## src/rtl/kernel_axis_packer_pkg.sv

```systemverilog
// Shared sizing for the kernel packer and its tap counter.
package kernel_axis_packer_pkg;

    localparam int unsigned DEF_KERNEL_WIDTH = 16;
    localparam int unsigned DEF_TAPS         = 9;
    localparam int unsigned DEF_CH_BITS      = 9;
    localparam int unsigned DEF_KER_WORD     = DEF_TAPS * DEF_KERNEL_WIDTH;

    // Tap counter width; must hold TAPS-1.
    localparam int unsigned TAP_CNT_W        = 4;

    typedef logic [TAP_CNT_W-1:0] tap_cnt_t;

endpackage

```

## src/rtl/kernel_axis_packer_counter.sv

```systemverilog
// Generic up-counter with synchronous clear and enable.
module kernel_axis_packer_counter
    import kernel_axis_packer_pkg::*;
#(
    parameter int unsigned BITWIDTH = TAP_CNT_W
) (
    input  logic                clk,
    input  logic                rst,
    input  logic                en,
    input  logic                clr,
    output logic [BITWIDTH-1:0] count
);

    logic [BITWIDTH-1:0] count_q;
    logic [BITWIDTH-1:0] count_d;

    // Clear has priority over increment.
    always_comb begin
        count_d = count_q;
        if (clr) begin
            count_d = '0;
        end else if (en) begin
            count_d = count_q + BITWIDTH'(1);
        end
    end

    // Count register.
    always_ff @(posedge clk) begin
        if (rst) begin
            count_q <= '0;
        end else begin
            count_q <= count_d;
        end
    end

    assign count = count_q;

endmodule

```

## src/rtl/kernel_axis_packer.sv

```systemverilog
// Packs TAPS consecutive weights into one kernel word, counts kernels per
// frame, drives tlast on the frame's last kernel and flags framing errors.
module kernel_axis_packer
    import kernel_axis_packer_pkg::*;
#(
    parameter int unsigned KERNEL_WIDTH = DEF_KERNEL_WIDTH,
    parameter int unsigned TAPS         = DEF_TAPS,
    parameter int unsigned CH_BITS      = DEF_CH_BITS
) (
    input  logic                         clk,
    input  logic                         Reset,
    input  logic [CH_BITS-1:0]           CHANNEL_SIZE,
    input  logic [KERNEL_WIDTH-1:0]      s_axis_tdata,
    input  logic                         s_axis_tvalid,
    input  logic                         s_axis_tlast,
    output logic                         s_axis_tready,
    output logic [TAPS*KERNEL_WIDTH-1:0] m_axis_tdata,
    output logic                         m_axis_tvalid,
    output logic                         m_axis_tlast,
    input  logic                         m_axis_tready,
    output logic                         framing_error
);

    localparam int unsigned KER_WORD = TAPS * KERNEL_WIDTH;
    localparam int unsigned ASM_W    = (TAPS - 1) * KERNEL_WIDTH;

    logic [TAP_CNT_W-1:0] tap_cnt;
    logic                 tap_en;
    logic                 tap_clr;

    logic [CH_BITS-1:0]   kernel_cnt_q, kernel_cnt_d;
    logic [CH_BITS-1:0]   ch_size_q,    ch_size_d;
    logic [ASM_W-1:0]     asm_q,        asm_d;
    logic [KER_WORD-1:0]  out_data_q,   out_data_d;
    logic                 out_valid_q,  out_valid_d;
    logic                 out_last_q,   out_last_d;
    logic                 err_q,        err_d;

    logic                 last_tap;
    logic                 frame_start;
    logic [CH_BITS-1:0]   ch_in_eff;
    logic [CH_BITS-1:0]   ch_cur;
    logic                 kernel_last;
    logic                 s_ready_c;
    logic                 accept;
    logic                 tlast_exp;
    logic                 violation;
    logic                 emit;

    // Tap position within the kernel being assembled.
    kernel_axis_packer_counter #(
        .BITWIDTH (TAP_CNT_W)
    ) u_tap_cnt (
        .clk   (clk),
        .rst   (Reset),
        .en    (tap_en),
        .clr   (tap_clr),
        .count (tap_cnt)
    );

    // Handshake, framing expectation and emit decode.
    always_comb begin
        last_tap    = (tap_cnt == TAP_CNT_W'(TAPS - 1));
        frame_start = (tap_cnt == '0) && (kernel_cnt_q == '0);
        ch_in_eff   = (CHANNEL_SIZE == '0) ? CH_BITS'(1) : CHANNEL_SIZE;
        // The first beat of a frame compares against the size being latched.
        ch_cur      = frame_start ? ch_in_eff : ch_size_q;
        kernel_last = (kernel_cnt_q == (ch_cur - CH_BITS'(1)));
        // Only the closing tap needs room in the output register.
        s_ready_c   = !Reset && (!out_valid_q || m_axis_tready || !last_tap);
        accept      = s_axis_tvalid && s_ready_c;
        tlast_exp   = last_tap && kernel_last;
        violation   = accept && (s_axis_tlast != tlast_exp);
        // An early tlast on the closing tap drops the beat; a missing one still emits.
        emit        = accept && last_tap && !(violation && s_axis_tlast);
    end

    // Next-state for assembly, output register, kernel counter and error flag.
    always_comb begin
        asm_d        = asm_q;
        ch_size_d    = ch_size_q;
        kernel_cnt_d = kernel_cnt_q;
        out_data_d   = out_data_q;
        out_valid_d  = out_valid_q;
        out_last_d   = out_last_q;
        err_d        = err_q;
        tap_en       = 1'b0;
        tap_clr      = 1'b0;

        if (accept && frame_start) begin
            ch_size_d = ch_in_eff;
        end

        if (out_valid_q && m_axis_tready) begin
            out_valid_d = 1'b0;
        end

        if (accept) begin
            if (violation || last_tap) begin
                tap_clr = 1'b1;
            end else begin
                tap_en = 1'b1;
                for (int unsigned i = 0; i < TAPS - 1; i++) begin
                    if (tap_cnt == TAP_CNT_W'(i)) begin
                        asm_d[i*KERNEL_WIDTH +: KERNEL_WIDTH] = s_axis_tdata;
                    end
                end
            end
        end

        if (emit) begin
            out_data_d   = {s_axis_tdata, asm_q};
            out_valid_d  = 1'b1;
            out_last_d   = kernel_last;
            kernel_cnt_d = kernel_last ? '0 : (kernel_cnt_q + CH_BITS'(1));
        end

        if (violation) begin
            err_d        = 1'b1;
            kernel_cnt_d = '0;
        end
    end

    // State registers; reset discards any partial or pending kernel.
    always_ff @(posedge clk) begin
        if (Reset) begin
            asm_q        <= '0;
            ch_size_q    <= '0;
            kernel_cnt_q <= '0;
            out_data_q   <= '0;
            out_valid_q  <= 1'b0;
            out_last_q   <= 1'b0;
            err_q        <= 1'b0;
        end else begin
            asm_q        <= asm_d;
            ch_size_q    <= ch_size_d;
            kernel_cnt_q <= kernel_cnt_d;
            out_data_q   <= out_data_d;
            out_valid_q  <= out_valid_d;
            out_last_q   <= out_last_d;
            err_q        <= err_d;
        end
    end

    assign s_axis_tready = s_ready_c;
    assign m_axis_tdata  = out_data_q;
    assign m_axis_tvalid = out_valid_q;
    assign m_axis_tlast  = out_last_q;
    assign framing_error = err_q;

endmodule

```

## config.mk

```make
export PLATFORM = sky130hd
export DESIGN_NAME = kernel_axis_packer
export DESIGN_NICKNAME = d
export VERILOG_FILES = /design/src/rtl/kernel_axis_packer_pkg.sv /design/src/rtl/kernel_axis_packer_counter.sv /design/src/rtl/kernel_axis_packer.sv
export SDC_FILE = /design/constraint.sdc
export NUM_CORES = 1
export LEC_CHECK = 0
export CORE_MARGIN = 10
export CORE_UTILIZATION = 35
export DETAILED_ROUTE_END_ITERATION = 16
export HOLD_SLACK_MARGIN = 0.05
export PLACE_DENSITY_LB_ADDON = 0.1
export SYNTH_ARGS = -nofsm -noshare
export SYNTH_HDL_FRONTEND = slang
export SYNTH_HIERARCHICAL = 1
export SYNTH_SLANG_ARGS = --single-unit
```

## constraint.sdc

```tcl
create_clock -name clk -period 4.4 [get_ports clk]
set_input_delay 0.88 -clock clk [delete_from_list [all_inputs] [get_ports clk]]
set_output_delay 0.88 -clock clk [all_outputs]
set_load 0.1 [all_outputs]
```

==> reports/results.ini <==
[status]
status=complete, no violations

[grt]
grt_pass1_wl_mm=54.8
grt_usage_pct=17.5
grt_pass1_vias=9295
antenna_found_initial=0
gr-total-overflow=0
grt_max_degree=210
use_met2_pct=26.9
grt_util_met1_pct=23.5
met3_usage_pct=5.63
top_usage_layer=met2

[synthesis]
synth_top_family_by_area=simple AND/OR/NAND/NOR gates
synth_simple_gate_area_share_pct=22.5
synth_area_um2=11300
synth_compound_area_share_pct=14.5
syn_nets=1435
synth_edf_count=0
synth.distinct_cells=56
avgSynthCellArea_um2=8.06
synth_cells=1401
async_reset_ff_share_pct=0
ys.flop_type=dfxtp_1
yosys_warnings=6
synthMuxAreaShare_pct=4.05
ys_seq_area_share_pct=52.6
synth-xor-area-share_pct=1.01
yosys.area_share.adder_pct=0.443
synth_seq_cells=297

[hold_path]
holdCritPathClass=reg2reg
hold_depth=2

[pwr]
clkPwrFrac_pct=47.7
total_power_uw=5680
combinationalPowerShare_pct=4.5
p_int_uw=4370
vdd_drop_max_mv=0.211
p_per_area_nw_per_um2=380
p_leak_uw=0.00497
switching_share_pct=23.1
p_seq_share_pct=47.7
switchingPower_uw=1310

[critical_path]
cp.arrival_ns=4.66
crit_type=reg2reg
reg2reg_depth=16
startpoint_type=flip-flop
cp.required_ns=4.82
cp_max_fo=15
endpoint_kind=flip-flop

[clock_network]
clk_path_buf_depth=3
cts_tree=built
clk_latency_ns=0.52
cts.clk_slew.worst_paths_ns=0.06
clock-sinks=297
hold_buffers=0
cts_max_level=2
cts_root_buf=clkbuf_16
cts_made_buffers=34

[placed_design]
dpl-instance-area_um2=13700
dpl.cell_count=1932
io_buffers=177
gp_congestion=0.854
dp_hpwl_mm=22.7

[sta]
fin_crit_sh_pct=96.4
hold_viol=0
rsz0062_at_grt=true
slew-limit-headroom_pct=26.6
worstMarginPinSlew_ns=1.10
max_freq_mhz=236
slew_violations=0
setup_tns_ns=0
finClkSkew_ns=0.0153
setup_viol_count_final=0
fin_crit_ns=4.24

[floorplan]
die_area_um2=39900
io-pin-count=178
die_h_um=200
rows=65
core-area_um2=31700
die_w_um=200
start_util_pct=35.6

[drt]
totalWireLength_mm=36.8
dr.pass1.iters=4
viasPerCell=4.94
wl_per_cell_um=18.4
first_iter_violations=596
drc=0
ant_nets=0
route.vias.total=9894

[finish]
drive_above_1_share_pct=9.26
area_growth_pct=32.2
nNetsFinal=1609
antenna_cells=0
finish.instance_area_um2=14900
fillers=3179
layout.cells.non_filler=2001

[job]
cap_violations=0

-- routing by layer --
metal,up-vias,wire length [um]
met5,-,0
met4,0,539
met3,40,2690
met2,223,16600
met1,4663,16900
li1,4968,-
-- critical path, stage by stage, from the launching register on --
cell and delay (ns):
dfxtp_1 0.31, inv_1 0.07, ha_1 0.19, or4b_4 0.51, nor3_4 0.27, mux2i_1 0.28
ha_2 0.26, or4b_1 0.45, o21ai_2 0.15, mux2i_1 0.09, or4_4 0.52, nand4_1 0.19
o2111a_4 0.29, buf_4 0.16, buf_6 0.21, nand2_1 0.08, a21oi_1 0.11
-- kinds of logic after synthesis --
kind of cell	after synthesis
simple gates	616
buf+inv	122
mux	45
compound gates	304
xor+xnor	13
fa+ha+maj	4
flops	297
-- stage by stage --
| step | util (%) | hold slack, ns | worst slack (ns) |
|---|---|---|---|
| after floorplan | - | 0.431 | 0.231 |
| after global placement | 43.2 | 0.438 | -0.156 |
| after detailed placement | 43.2 | 0.443 | -0.253 |
| after CTS | 46.5 | 0.442 | 0.0328 |
| after global routing | 47.1 | 0.464 | -0.0241 |
| final | 47.1 | 0.443 | 0.161 |
-- cell usage in the layout, fill, tap and decap left out, types with 13 or more instances in the layout --
cell and count:
o21ai_0 20, clkbuf_16 38, clkdlybuf4s50_1 175, or3_1 13
nand2_1 499, buf_4 55, a21oi_1 260, mux2i_1 42
nor2_1 47, dfxtp_1 297
-- cell type report --
class	instances	area (um2)	area share, %
clock buffer	51	965	6.46
multi-input combinational	982	4860	32.6
tap	402	503	3.37
sequential	297	5950	39.8
clock inverter	9	93.8	0.629
timing repair buffer	248	2510	16.8
inverter	12	45.0	0.302
-- synth_stat cells, types with 3 or more instances --
cell type | number | area share (%)
ha_1 | 4 | 0.44
buf_6 | 9 | 0.90
nor3_1 | 6 | 0.27
inv_1 | 12 | 0.40
and3_1 | 3 | 0.17
nand2_1 | 499 | 17
dfxtp_1 | 297 | 53
clkbuf_1 | 77 | 2.6
mux2i_1 | 42 | 3.7
nor3b_1 | 5 | 0.33
xnor2_1 | 11 | 0.85
nand4_1 | 6 | 0.33
or4_1 | 4 | 0.27
nand3_1 | 8 | 0.35
o21ai_0 | 20 | 0.89
nand4b_1 | 3 | 0.23
or3_1 | 13 | 0.72
nor2_1 | 47 | 1.6
nor4_1 | 4 | 0.22
buf_2 | 24 | 1.1
a21oi_1 | 262 | 12
and2_1 | 3 | 0.17
-- worst paths after layout --
path	startpoint	endpoint	slack, ns
max	kernel_cnt_q[0]	m_axis_tdata[90]	0.16
max reg2reg	kernel_cnt_q[0]	m_axis_tdata[90]	0.16
min	asm_q[101]	m_axis_tdata[101]	0.44
min reg2reg	asm_q[101]	m_axis_tdata[101]	0.44
-- power groups by stage --
stage | registers, uW | clock network, uW | logic [uW]
after floorplan | 2770 | 0 | 135
after global placement | 2770 | 0 | 257
after detailed placement | 2770 | 0 | 257
after CTS | 2710 | 2780 | 257
after global routing | 2710 | 2890 | 276
final | 2710 | 2710 | 258
-- state kept, by name, summed over array words and instances (netlist names) --
name             count
m_axis_tdata       144
asm_q              128
ch_size_q            9
kernel_cnt_q         9
u_tap_cnt/count      4
framing_error        1
m_axis_tlast         1
m_axis_tvalid        1
-- repair_timing --
item                       4_1_cts  5_1_grt
gates resized for setup          0        9
setup endpoints to repair        0      152
buffers inserted                 0        4
(Power assumes the default switching activity.)
